--- src/rtl/alu_divider_if.sv ---
// Operand/result bundle between the control unit and the sequential divider.
interface alu_divider_if #(
  parameter int unsigned WIDTH = 8
);
  logic             start;
  logic [WIDTH-1:0] dividend;
  logic [WIDTH-1:0] divisor;
  logic             busy;
  logic             done;
  logic [WIDTH-1:0] quotient;
  logic [WIDTH-1:0] remainder;
  logic             div_by_zero;

  modport master (
    output start, dividend, divisor,
    input  busy, done, quotient, remainder, div_by_zero
  );

  modport slave (
    input  start, dividend, divisor,
    output busy, done, quotient, remainder, div_by_zero
  );
endinterface

--- src/rtl/alu_divider.sv ---
// Sequential restoring divider: one quotient bit per clock, registered results
// with a divide-by-zero flag.
module alu_divider #(
  parameter int unsigned WIDTH = 8
) (
  input  logic         clk,
  input  logic         rst_n,
  alu_divider_if.slave bus
);

  localparam int unsigned CW = (WIDTH > 2) ? $clog2(WIDTH) : 1;

  typedef enum logic [1:0] {IDLE, CALC, DONE} state_e;

  state_e           state_q, state_d;
  logic [CW-1:0]    count_q, count_d;
  logic [WIDTH:0]   rem_q, rem_d;
  logic [WIDTH-1:0] quo_q, quo_d;
  logic [WIDTH-1:0] dvsr_q, dvsr_d;
  logic [WIDTH-1:0] quotient_q, quotient_d;
  logic [WIDTH-1:0] remainder_q, remainder_d;
  logic             busy_q, busy_d;
  logic             done_q, done_d;
  logic             dbz_q, dbz_d;

  logic [WIDTH:0]   shifted_c;
  logic [WIDTH:0]   trial_c;

  // Trial subtraction of the divisor from the shifted partial remainder
  assign shifted_c = {rem_q[WIDTH-1:0], quo_q[WIDTH-1]};
  assign trial_c   = shifted_c - {1'b0, dvsr_q};

  always_comb begin
    state_d     = state_q;
    count_d     = count_q;
    rem_d       = rem_q;
    quo_d       = quo_q;
    dvsr_d      = dvsr_q;
    quotient_d  = quotient_q;
    remainder_d = remainder_q;
    dbz_d       = dbz_q;
    done_d      = 1'b0;

    unique case (state_q)
      IDLE: begin
        if (bus.start) begin
          dvsr_d = bus.divisor;
          quo_d  = bus.dividend;
          rem_d  = '0;
          dbz_d  = 1'b0;
          if (bus.divisor == '0) begin
            state_d     = DONE;
            done_d      = 1'b1;
            quotient_d  = '1;
            remainder_d = bus.dividend;
            dbz_d       = 1'b1;
          end else begin
            state_d = CALC;
            count_d = CW'(WIDTH - 1);
          end
        end
      end
      CALC: begin
        quo_d = {quo_q[WIDTH-2:0], ~trial_c[WIDTH]};
        rem_d = trial_c[WIDTH] ? shifted_c : trial_c;
        if (count_q == '0) begin
          state_d     = DONE;
          done_d      = 1'b1;
          quotient_d  = quo_d;
          remainder_d = rem_d[WIDTH-1:0];
        end else begin
          count_d = count_q - CW'(1);
        end
      end
      DONE: state_d = IDLE;
      default: state_d = IDLE;
    endcase

    busy_d = (state_d != IDLE);
  end

  always_ff @(posedge clk or negedge rst_n) begin
    if (!rst_n) begin
      state_q     <= IDLE;
      count_q     <= '0;
      rem_q       <= '0;
      quo_q       <= '0;
      dvsr_q      <= '0;
      quotient_q  <= '0;
      remainder_q <= '0;
      busy_q      <= 1'b0;
      done_q      <= 1'b0;
      dbz_q       <= 1'b0;
    end else begin
      state_q     <= state_d;
      count_q     <= count_d;
      rem_q       <= rem_d;
      quo_q       <= quo_d;
      dvsr_q      <= dvsr_d;
      quotient_q  <= quotient_d;
      remainder_q <= remainder_d;
      busy_q      <= busy_d;
      done_q      <= done_d;
      dbz_q       <= dbz_d;
    end
  end

  assign bus.busy        = busy_q;
  assign bus.done        = done_q;
  assign bus.quotient    = quotient_q;
  assign bus.remainder   = remainder_q;
  assign bus.div_by_zero = dbz_q;

endmodule

--- src/flat_wrapper.sv ---
// flat-port wrapper written by rule: the top's interface ports become plain ports
module alu_divider_flat 
#(
  parameter int unsigned WIDTH = 8
)
  (clk, rst_n, bus_start, bus_dividend, bus_divisor, bus_busy, bus_done, bus_quotient, bus_remainder, bus_div_by_zero);
  alu_divider_if #(.WIDTH(WIDTH)) bus_i ();
  input  logic clk;
  input  logic rst_n;
  input wire logic [$bits(bus_i.start)-1:0] bus_start;
  input wire logic [$bits(bus_i.dividend)-1:0] bus_dividend;
  input wire logic [$bits(bus_i.divisor)-1:0] bus_divisor;
  output wire logic [$bits(bus_i.busy)-1:0] bus_busy;
  output wire logic [$bits(bus_i.done)-1:0] bus_done;
  output wire logic [$bits(bus_i.quotient)-1:0] bus_quotient;
  output wire logic [$bits(bus_i.remainder)-1:0] bus_remainder;
  output wire logic [$bits(bus_i.div_by_zero)-1:0] bus_div_by_zero;
  assign bus_i.start = bus_start;
  assign bus_i.dividend = bus_dividend;
  assign bus_i.divisor = bus_divisor;
  assign bus_busy = bus_i.busy;
  assign bus_done = bus_i.done;
  assign bus_quotient = bus_i.quotient;
  assign bus_remainder = bus_i.remainder;
  assign bus_div_by_zero = bus_i.div_by_zero;
  alu_divider #(.WIDTH(WIDTH)) u_core (.clk(clk), .rst_n(rst_n), .bus(bus_i));
endmodule
--- config.mk ---
export PLATFORM = sky130hd
export DESIGN_NAME = alu_divider_flat
export DESIGN_NICKNAME = d
export VERILOG_FILES = /design/src/rtl/alu_divider_if.sv /design/src/rtl/alu_divider.sv /design/src/flat_wrapper.sv
export SDC_FILE = /design/constraint.sdc
export NUM_CORES = 1
export LEC_CHECK = 0
export BUFFER_PORTS_ARGS = -buffer_cell sky130_fd_sc_hd__buf_2
export CAP_MARGIN = 20
export CORE_ASPECT_RATIO = 0.8
export CORE_UTILIZATION = 50
export DETAILED_ROUTE_END_ITERATION = 16
export PLACE_DENSITY = 0.75
export REMOVE_ABC_BUFFERS = 1
export SETUP_SLACK_MARGIN = 0.1
export SLEW_MARGIN = 10
export SYNTH_ARGS = -nofsm -noshare
export SYNTH_HDL_FRONTEND = slang
export SYNTH_SLANG_ARGS = --single-unit
--- constraint.sdc ---
create_clock -name clk -period 2.75 [get_ports clk]
set_input_delay 0.55 -clock clk [delete_from_list [all_inputs] [get_ports clk]]
set_output_delay 0.55 -clock clk [all_outputs]
set_load 0.05 [all_outputs]
After elaboration in Yosys (flattened, before gate mapping) --
Cells that the tools add are included.
Word-level totals: logic and storage cells 53, output and inout bits 19, bits of input ports 19, register bits after elaboration 48
Cells by class: equal/unequal tests 6, add/sub/neg operators 2, bitwise logic cells 1, reductions and logical operators 9, multiplexer cells 25
Operators with widths (count):
- $mux 8 | 9
- $pmux 8 s2 | 4
- $mux 3 | 3
- $sub 9x8->9 | 1
- $logic_not 8->1 | 1
- $reduce_and 4->1 | 2
- $mux 2 | 3
- $ne 2x2->1 const B | 3
- $pmux 3 s2 | 1
- $ne 2x1->1 const B | 2
- $pmux 2 s2 | 1
- $reduce_and 2->1 | 2
- $reduce_bool 2->1 | 2
- $logic_not 3->1 | 1
- $mux 1 | 3
- $sub 3x1->3 const B | 1
- $eq 2x1->1 const B | 1
- $logic_not 2->1 | 1
- $pmux 1 s2 | 1
- $not 1->1 | 1

Depth between registers and ports, before layout --
Gate-level depths: netlist of the first run.
depth in word-level cells 5, gate-level depth with buffers 10, gate-level depth less buffers 10

Least setup slack after synthesis of the first run --
No wires, ideal clock.
path type reg-to-reg, from reg u_core.quo_q[7], to reg u_core.remainder_q[2], in the netlist u_core.bus.remainder[2], cell stages (with the launch flop) 11, library setup time 82 ps, arrival time 2511 ps, setup slack 157 ps, period minus slack after synthesis 2593 ps, required time 2668 ps, path buffers 0, cells stage by stage dfrtp_1 -> inv_1 -> ha_1 -> inv_1 -> fa_1 -> a211o_1 -> a221oi_2 -> o21ai_2 -> xnor2_4 -> mux2_2 -> a31oi_1
On the way: word-level cells in the longest chain between the ends 4
RTL lines:
- start: declaration | line alu_divider.sv:18 | logic [WIDTH-1:0] quo_q, quo_d;
- start signal: assignment | line alu_divider.sv:98 | quo_q <= quo_d;
- $sub 9x8->9 | line alu_divider.sv:31 | assign trial_c = shifted_c - {1'b0, dvsr_q};
- $mux 8 | line alu_divider.sv:65 | rem_d = trial_c[WIDTH] ? shifted_c : trial_c;
- $mux 8 | line alu_divider.sv:66 | if (count_q == '0) begin
- $pmux 8 s2 | line alu_divider.sv:44 | unique case (state_q)
- end signal: assignment | line alu_divider.sv:101 | remainder_q <= remainder_d;
- end: declaration | line alu_divider.sv:21 | logic [WIDTH-1:0] remainder_q, remainder_d;
No other way between the ends. The select of a mux whose other input is x is not followed. A chain may end at the register's enable or synchronous reset.

Final worst setup path of the first run --
from reg u_core.quo_q[7], to reg u_core.remainder_q[0], in the netlist u_core.bus.remainder[0]
On the way: word-level cells in the longest chain between the ends 4
RTL lines (line):
- $sub 9x8->9 | alu_divider.sv:31
- $mux 8 (*) | alu_divider.sv:65
- $mux 8 (*) | alu_divider.sv:66
- $pmux 8 s2 (*) | alu_divider.sv:44
Every way passes the cells marked *; elsewhere a longest branch is shown, timed or not. The select of a mux whose other input is x is not followed.

==> summary.md, run 1 <==
| Metric | Value |
|---|---|
| CP Capture Type | flop |
| Max-cap violations | 0 |
| Fin crit share | 1.000 |
| Achievable clock frequency | 0.3635 GHz |
| WP data arrival | 2.97 ns |
| Hold crit path type | input pin to asynchronous set/reset pin |
| RD Place Congestion | about 0.8 |
| Root Buffer | clkbuf_8 |
| Number of diodes | 0 |
| Critical R2R Capture | u_core.bus.remainder[0] |
| Pins Over Slew Limit | 0 |
| Port bufs | 37 |
| DP Wirelength | 3870 um |
| Hold Buf Count CTS | 0 |
| Final net count | 331 |
| Layout cells sized above 1 | 0.2649 |
| Clock transition at path regs | 0.09 ns |
| Initial core utilization | 0.5196 |
| # IOs | 38 |
| CTS Buffer Depth | 2 |
| Die Ht | 63.82 um |
| Final hold violation count | 0 |
| Synthesized area | about 2400 um^2 |
| TritonCTS clock tree | built |
| First-pass GRT wire length | approximately 9300 um |
| Worst hold slack | 0.06952 ns |
| R2R depth | 11 |
| Die area | 5059 um^2 |
| Layout area overhead | 24.93% |
| Commonest non-fill, non-tap cell in the layout | dfrtp_1 |
| Crit path from | u_core.quo_q[7] |
| ANT nets after route | 0 |
| Crit path to | u_core.bus.remainder[0] |
| Yosys top cell by area | dfrtp_1 |
| Drt drc | 0 |
| FF+latch count, synth | between 40 and 50 |
| 1st-iter DRT viols | 177 |
| WL final | 5706 um |
| CTS Buf Count | 5 |
| Number of synthesized flops with an enable pin | 0 |
| Post-DR vias/cell | between 5 and 6 |
| Yosys top cell area share | 0.5029 |
| R2R Path Start | u_core.quo_q[7] |
| Via count | 2,018 |
| Crit-path cells | inv_2, ha_4, inv_2, fa_2, a211o_1, a221oi_4, o21ai_4, xnor2_4, buf_12, mux2_4, o211ai_1 |
| Setup ws final | -0.0007157 ns |
| Largest net degree at the start of global routing | 28 |
| Core Footprint | roughly 4600 um^2 |
| Total gr overflow | 0 |
| Max FO, Critical Path | 5 |
| Worst Clk Skew | 0.005270 ns |
| Yosys warning count | 0 |
| Cells after Synth | 255 |
| CTS sink cnt | 48 |
| Main synth FF type | dfrtp_1 |
| Finish-stage setup viols | 1 |
| Main area contributors after synthesis | dfrtp_1, nand2_1, ha_1, nor2_1, o21ai_0 |
| Initial antenna violation count | 0 |
| WP data required | 2.97 ns |
| Num rows | 22 |
| Most Frequent Cell on Critical Path | inv_2 |
| CP max stage cell | dfrtp_1 |
| CP Launch Type | flop |
| Relative slew slack | 0.6765 |
| Mean post-synth cell area | 9.367 um^2 |
| Outcome | finished with violations |
| Chip Width | 79.28 um |
| Worst-Margin Slew | about 0.48 ns |
| Register area share after synthesis | 0.5029 |
| Number of global-route vias before repair | 1,918 |
| Crit path largest cell delay | 0.39 ns |
| Most frequent cells in the layout | dfrtp_1, nand2_1, buf_2 |
| DR WL/cell | 15.76 um |
| Fraction of registers with async set/reset | 1.000 |
| Final worst path period need | 2.751 ns |
| R2R setup slack | -0.0007 ns |
| DRT Pass-1 Iters | 4 |
| Gr usage total | 0.2425 |
| Failing checks | negative setup slack |
| CTS H-Tree Depth | 2 |
| Clk_lat worst skew | about 0.30 ns |
| WS Path Type | flop to flop |
| Synth cell types | 39 |
| RSZ-0062 raised after global routing | yes |
## Yosys cell counts, types with 3 or more instances
master / n
dfrtp_1: 48
nand2_1: 45
nor2_1: 26
o21ai_0: 17
a21oi_1: 16
inv_1: 16
ha_1: 10
a31oi_1: 9
clkbuf_1: 9
nand3_1: 7
mux2i_1: 5
nor2b_1: 4
a221oi_1: 3
mux2_2: 3
nor3_1: 3
o22ai_1: 3
xnor2_1: 3
## cell type report
cell class	count	area, um^2
repair buffers	50	299.0
inverters	16	60.06
well taps	60	75.07
flip-flops and latches	48	1201
multi-input cells	180	1190
clock inverters	3	90.09
clock buffers	5	68.82
fillers	368	1613
## worst max-delay path: cells and delay by family (launching register included)
family / cells / cell delay, ns
AOI/OAI and AO/OA: 4 / 0.96
adders and majority gates: 2 / 0.52
DFF: 1 / 0.39
muxes: 1 / 0.31
buffers and inverters: 3 / 0.27
xor gates and xnor gates: 1 / 0.22
## state kept, by name (all words and copies together) (netlist names)
name                    cells
u_core.bus.div_by_zero      1
u_core.state_q              2
u_core.bus.remainder        8
u_core.bus.busy             1
u_core.quo_q                8
u_core.bus.done             1
u_core.count_q              3
u_core.rem_q                8
u_core.dvsr_q               8
u_core.bus.quotient         8
## worst min-delay path by stage
stage | from | endpoint
finish | rst_n | u_core.bus.busy
global route | rst_n | u_core.bus.remainder[5]
CTS | rst_n | u_core.bus.busy
detailed placement | rst_n | u_core.bus.busy
global placement | rst_n | u_core.bus.busy
floorplan | rst_n | u_core.bus.busy
## what timing repair did
| item | in CTS | in global routing |
|---|---|---|
| pin swaps | 1 | 14 |
| setup buffers | 1 | 4 |
| gates cloned | 1 | 0 |
| resized for setup | 10 | 15 |
| endpoints found under the setup margin | 10 | 16 |
## metrics by stage
stage / instance area (um^2) / util / setup slack [ns] / TNS [ns] / instances
2_1_floorplan: 2340 / - / 0.1567 / 0 / 244
3_3_place_gp: 2673 / 0.5814 / 0.09852 / 0 / 349
3_5_place_dp: 2673 / 0.5814 / 0.009888 / 0 / 349
4_1_cts: 2898 / 0.6304 / 0.01260 / 0 / 359
5_1_grt: 2984 / 0.6492 / -0.1329 / -0.8908 / 362
6_report: 2984 / 0.6492 / -0.0007157 / -0.0007157 / 362
## per-layer routing
metal,GRT usage,part of all wire,up-vias
met5,0,0,-
met4,0.06818,0.0060,0
met3,0.05000,0.055,4
met2,0.3599,0.48,59
met1,0.3581,0.45,992
li1,-,-,963
## cell families (layout without fill, tap and decap cells)
kind of cell,Yosys count,count (layout),share of synthesized area
buf+inv,27,74,0.04557
flops,48,48,0.5029
simple gates,95,95,0.1702
mux,8,8,0.03510
xor+xnor,6,6,0.02986
compound gates,60,60,0.1556
fa+ha+maj,11,11,0.06077
Power of run 1 is not shown: default switching activity piles up to over one toggle a cycle in this logic, so the estimate is an artifact.
==> run 2: changes to the inputs <==
SETUP_SLACK_MARGIN = 0.15   (was 0.1)
==> run 2 against run 1 <==
The run now ends clean; first-iteration DRC count decreased by 9.0%; fmax increased by 5.1%; critical path depth stayed put; sequential share of layout area fell by 0.10 points; wire length decreased by 0.21%; utilization up 0.16 points; cell count is 0.28% lower; hold slack gained 0.0031 ns; register-to-register slack gained 0.13 ns; die area is the same; via count decreased by 1.9%.
==> summary.md, run 2 (synthesized netlist as in run 1, its figures left out) <==
| Metric | Value |
|---|---|
| Pins Over Slew Limit | 0 |
| Num rows | 22 |
| DRT Pass-1 Iters | 4 |
| Via count | 1,979 |
| Post-DR vias/cell | approximately 5.5 |
| Clk_lat worst skew | about 0.30 ns |
| Layout area overhead | 25.25% |
| Relative slew slack | 0.6585 |
| Finish-stage setup viols | 0 |
| First-pass GRT wire length | 9528 um |
| Largest net degree at the start of global routing | 28 |
| Layout cells sized above 1 | 0.2558 |
| CP Launch Type | flop |
| Hold Buf Count CTS | 0 |
| Outcome | completed |
| TritonCTS clock tree | built |
| Hold crit path type | input pin to asynchronous set/reset pin |
| Crit path buf inv count | 3 |
| Drt drc | 0 |
| Chip Width | between 70 and 80 um |
| Achievable clock frequency | 0.3821 GHz |
| Commonest non-fill, non-tap cell in the layout | dfrtp_1 |
| Number of diodes | 0 |
| WS Path Type | flop to flop |
| DP Wirelength | between 3000 and 4000 um |
| Fin util | 0.6508 |
| CTS sink cnt | 48 |
| Max-cap violations | 0 |
| Crit-path cells | inv_2, ha_4, inv_2, fa_2, a211o_1, a221oi_4, o21ai_4, xnor2_4, buf_12, mux2_4, a31oi_1 |
| Dpl cells | 349 |
| Final hold violation count | 0 |
| CP Capture Type | flop |
| Core Footprint | roughly 4600 um^2 |
| Worst-Margin Slew | 0.5111 ns |
| Most Frequent Cell on Critical Path | inv_2 |
| Crit path largest cell delay | approximately 0.40 ns |
| Die area | roughly 5000 um^2 |
| Initial core utilization | 0.5196 |
| Fill count | around 370 |
| CP delay by family, top | compound AO/OA/AOI/OAI gates |
| Final worst path period need | 2.617 ns |
| Number of global-route vias before repair | slightly below 2,000 |
| Fin crit share | 0.9516 |
| Final net count | 330 |
| Root Buffer | clkbuf_8 |
| Worst Clk Skew | 0.006968 ns |
| # IOs | 38 |
| WP data required | 2.98 ns |
| Max FO, Critical Path | 5 |
| Gr usage total | 0.2478 |
| WP data arrival | 2.84 ns |
| CTS Buf Count | 5 |
| Total gr overflow | 0 |
| Die Ht | 63.82 um |
| CTS H-Tree Depth | 2 |
| RSZ-0062 raised after global routing | yes |
| Finished Layout Cells | 361 |
| ANT nets after route | 0 |
| CTS Buffer Depth | 2 |
| DR WL/cell | between 15 and 20 um |
| WL final | 5694 um |
| Clock transition at path regs | 0.10 ns |
| Port bufs | 37 |
| RD Place Congestion | 0.8008 |
| 1st-iter DRT viols | between 150 and 200 |
| Initial antenna violation count | 0 |
| CP max stage cell | dfrtp_1 |
| Most frequent cells in the layout | dfrtp_1, nand2_1, buf_2 |
-- run 2: cell types whose count changed in the layout (fill, tap and decap cells not counted), sizes merged --
cell | previous run | this run
buf | 50 | 48
clkbuf | 5 | 6
-- run 2: stage by stage --
| step | area (um^2) | hold WS, ns | setup TNS (ns) | setup slack [ns] |
|---|---|---|---|---|
| floorplan | 2340 | 0.2544 | 0 | 0.1567 |
| global placement | 2673 | 0.4022 | 0 | 0.09852 |
| detailed placement | 2673 | 0.4038 | 0 | 0.009888 |
| CTS | 2930 | 0.07805 | 0 | 0.07258 |
| global route | 2992 | 0.07539 | -0.003543 | -0.003116 |
| finish | 2992 | 0.07259 | 0 | 0.1332 |
-- run 2: per-layer routing --
layer,vias up,share of wire,GRT usage
met4,0,0.0028,0.06818
met5,-,0,0
met2,59,0.48,0.3750
li1,959,-,-
met1,959,0.45,0.3613
met3,2,0.059,0.05000
-- run 2: final timing paths --
kind | cells past startpoint | startpoint | to | slack, ns
min in group clk | 3 | bus_divisor[2] | u_core.dvsr_q[2] | 0.46
worst max-delay path | 11 | u_core.quo_q[7] | u_core.bus.remainder[2] | 0.13
worst max register to register | 11 | u_core.quo_q[7] | u_core.bus.remainder[2] | 0.13
worst min register to register | 1 | u_core.count_q[0] | u_core.count_q[0] | 0.48
worst min-delay path | 1 | rst_n | u_core.bus.busy | 0.07
max in group asynchronous | 2 | rst_n | u_core.state_q[0] | 2.12
-- run 2: timing repair --
action                     in CTS  in global routing
gates cloned                    1                  0
buffers inserted                2                  1
pin swaps                       1                  7
resized for setup              14                 11
setup endpoints to repair      16                 16
-- run 2: area by class of cell --
cell class              count  area (um^2)  share of cell area
flip-flops and latches     48         1201              0.4015
multi-input cells         180         1191              0.3982
repair buffers             49        305.3              0.1020
clock inverters             3        90.09             0.03011
well taps                  60        75.07             0.02509
clock buffers               5        68.82             0.02300
inverters                  16        60.06             0.02008
Power of run 2 is left out for the same reason.
==> run 3: changes to the inputs <==
CORE_UTILIZATION = 28   (was 50)
CTS_CLUSTER_SIZE = 24   (was not set)
PLACE_DENSITY = not set   (was 0.75)
==> run 3 against run 2 <==
Clock skew rose by 0.0040 ns; sequential cell count did not move; cell count rose by 14%; utilization fell by 27 points; clock-buffer cell count rose by 1; sequential share of layout area fell by 1.0 points; non-clock buffer count rose by 4; via count rose by 0.61%; die area rose by 76%; hold slack improved by 0.10 ns.
==> summary.md, run 3 (synthesized netlist as in run 1, its figures left out) <==
| Metric | Value |
|---|---|
| Die Ht | roughly 85 um |
| Most Frequent Cell on Critical Path | inv_2 |
| R2R setup slack | 0.07 ns |
| CP delay by family, top | compound AO/OA/AOI/OAI gates |
| TritonCTS clock tree | built |
| Pins Over Slew Limit | 0 |
| 1st-iter DRT viols | 116 |
| CTS Buf Count | 5 |
| Initial antenna violation count | 0 |
| WL final | 5963 um |
| # IOs | 38 |
| Most frequent cells in the layout | dfrtp_1, nand2_1, buf_2 |
| Root Buffer | clkbuf_8 |
| RD Place Congestion | 0.8206 |
| Outcome | completed |
| Die area | 8906 um^2 |
| Finish-stage setup viols | 0 |
| Layout area overhead | 28.60% |
| ANT nets after route | 0 |
| Max FO, Critical Path | 5 |
| Relative slew slack | 0.6442 |
| Number of global-route vias before repair | 1,926 |
| Commonest non-fill, non-tap cell in the layout | dfrtp_1 |
| CTS H-Tree Depth | 2 |
| Final worst path period need | approximately 2.7 ns |
| CTS sink cnt | 48 |
| Post-DR vias/cell | 4.821 |
| Gr usage total | 0.1408 |
| Hold Buf Count CTS | 0 |
| CP Launch Type | flop |
| Clock transition at path regs | 0.10 ns |
| Via count | 1,991 |
| Dpl cells | 398 |
| Final hold violation count | 0 |
| DRT Pass-1 Iters | 4 |
| Crit path buf inv count | 4 |
| Fin crit share | 0.9734 |
| Drt drc | 0 |
| CP Capture Type | flop |
| Max-cap violations | 0 |
| DR WL/cell | approximately 14 um |
| Crit path from | u_core.quo_q[7] |
| Crit path largest cell delay | 0.41 ns |
| Initial core utilization | 0.2952 |
| WS Path Type | flop to flop |
| Number of diodes | 0 |
| R2R depth | 12 |
| Final net count | 334 |
| Largest net degree at the start of global routing | 28 |
| Layout cells sized above 1 | 0.2852 |
| Worst Clk Skew | 0.01100 ns |
| TNS Setup | 0 ns |
| Port bufs | 37 |
| Hold crit path type | input pin to asynchronous set/reset pin |
| WP data required | 2.93 ns |
| First-pass GRT wire length | around 9900 um |
| Worst-Margin Slew | 0.5324 ns |
| DP Wirelength | roughly 4300 um |
| Num rows | 29 |
| Crit-path cells | inv_2, ha_4, inv_2, fa_2, a211o_1, a221oi_2, o21ai_2, xnor2_4, buf_6, buf_16, a221oi_4, o31ai_1 |
| R2R Path Start | u_core.quo_q[7] |
| Clk_lat worst skew | 0.30 ns |
| Achievable clock frequency | 0.3736 GHz |
| WP data arrival | ~2.9 ns |
| Chip Width | 105.3 um |
| Core Footprint | 8092 um^2 |
| CP max stage cell | dfrtp_1 |
| CTS Buffer Depth | 2 |
| Total gr overflow | 0 |
| RSZ-0062 raised after global routing | yes |
| Critical R2R Capture | u_core.bus.remainder[6] |
| Finished Layout Cells | 413 |
run 3: area by class of cell:
cell class | count | area (um^2)
fillers | 827 | 5020
inverters | 16 | 60.06
multi-input cells | 180 | 1200
clock inverters | 2 | 38.79
clock buffers | 6 | 82.58
repair buffers | 53 | 354.1
flip-flops and latches | 48 | 1201
well taps | 108 | 135.1
run 3: repair_timing:
action | 4_1_cts | 5_1_grt
cloned | 1 | 0
endpoints found under the setup margin | 15 | 16
pin swaps | 5 | 11
buffers inserted | 4 | 2
gates resized for setup | 14 | 17
endpoints found under the hold margin | 0 | 0
run 3: worst max path at each step:
| stage | to | slack (ns) | depth (start not counted) |
|---|---|---|---|
| 6_report | u_core.bus.remainder[6] | 0.07 | 12 |
| 5_1_grt | u_core.bus.remainder[6] | -0.06 | 12 |
| 4_1_cts | u_core.bus.remainder[0] | 0.07 | 11 |
| 3_5_place_dp | u_core.bus.remainder[6] | 0.02 | 11 |
| 3_3_place_gp | u_core.bus.remainder[6] | 0.13 | 11 |
| 2_1_floorplan | u_core.bus.remainder[2] | 0.16 | 10 |
run 3: layer usage:
metal,global-route usage,part of all wire
met5,0,0
met4,0.02689,0.0062
met3,0.02795,0.030
met2,0.2063,0.44
met1,0.2140,0.52
run 3: worst register-to-register path: stages, from the launching register on:
cell and delay (ns):
dfrtp_1 0.41, inv_2 0.09, ha_4 0.13, inv_2 0.03
fa_2 0.33, a211o_1 0.33, a221oi_2 0.29, o21ai_2 0.13
xnor2_4 0.18, buf_6 0.13, buf_16 0.13, a221oi_4 0.29
o31ai_1 0.09
run 3: through the flow:
stage               utilization  area, um^2  setup WS (ns)  hold slack, ns
floorplan                     -        2340         0.1567          0.2544
global placement         0.3402        2753         0.1284          0.4522
detailed placement       0.3402        2753        0.02485          0.4764
CTS                      0.3697        2992        0.07065          0.1951
global route             0.3796        3072       -0.05788          0.2139
finish                   0.3796        3072        0.07303          0.1766
Power of run 3 is left out for the same reason.
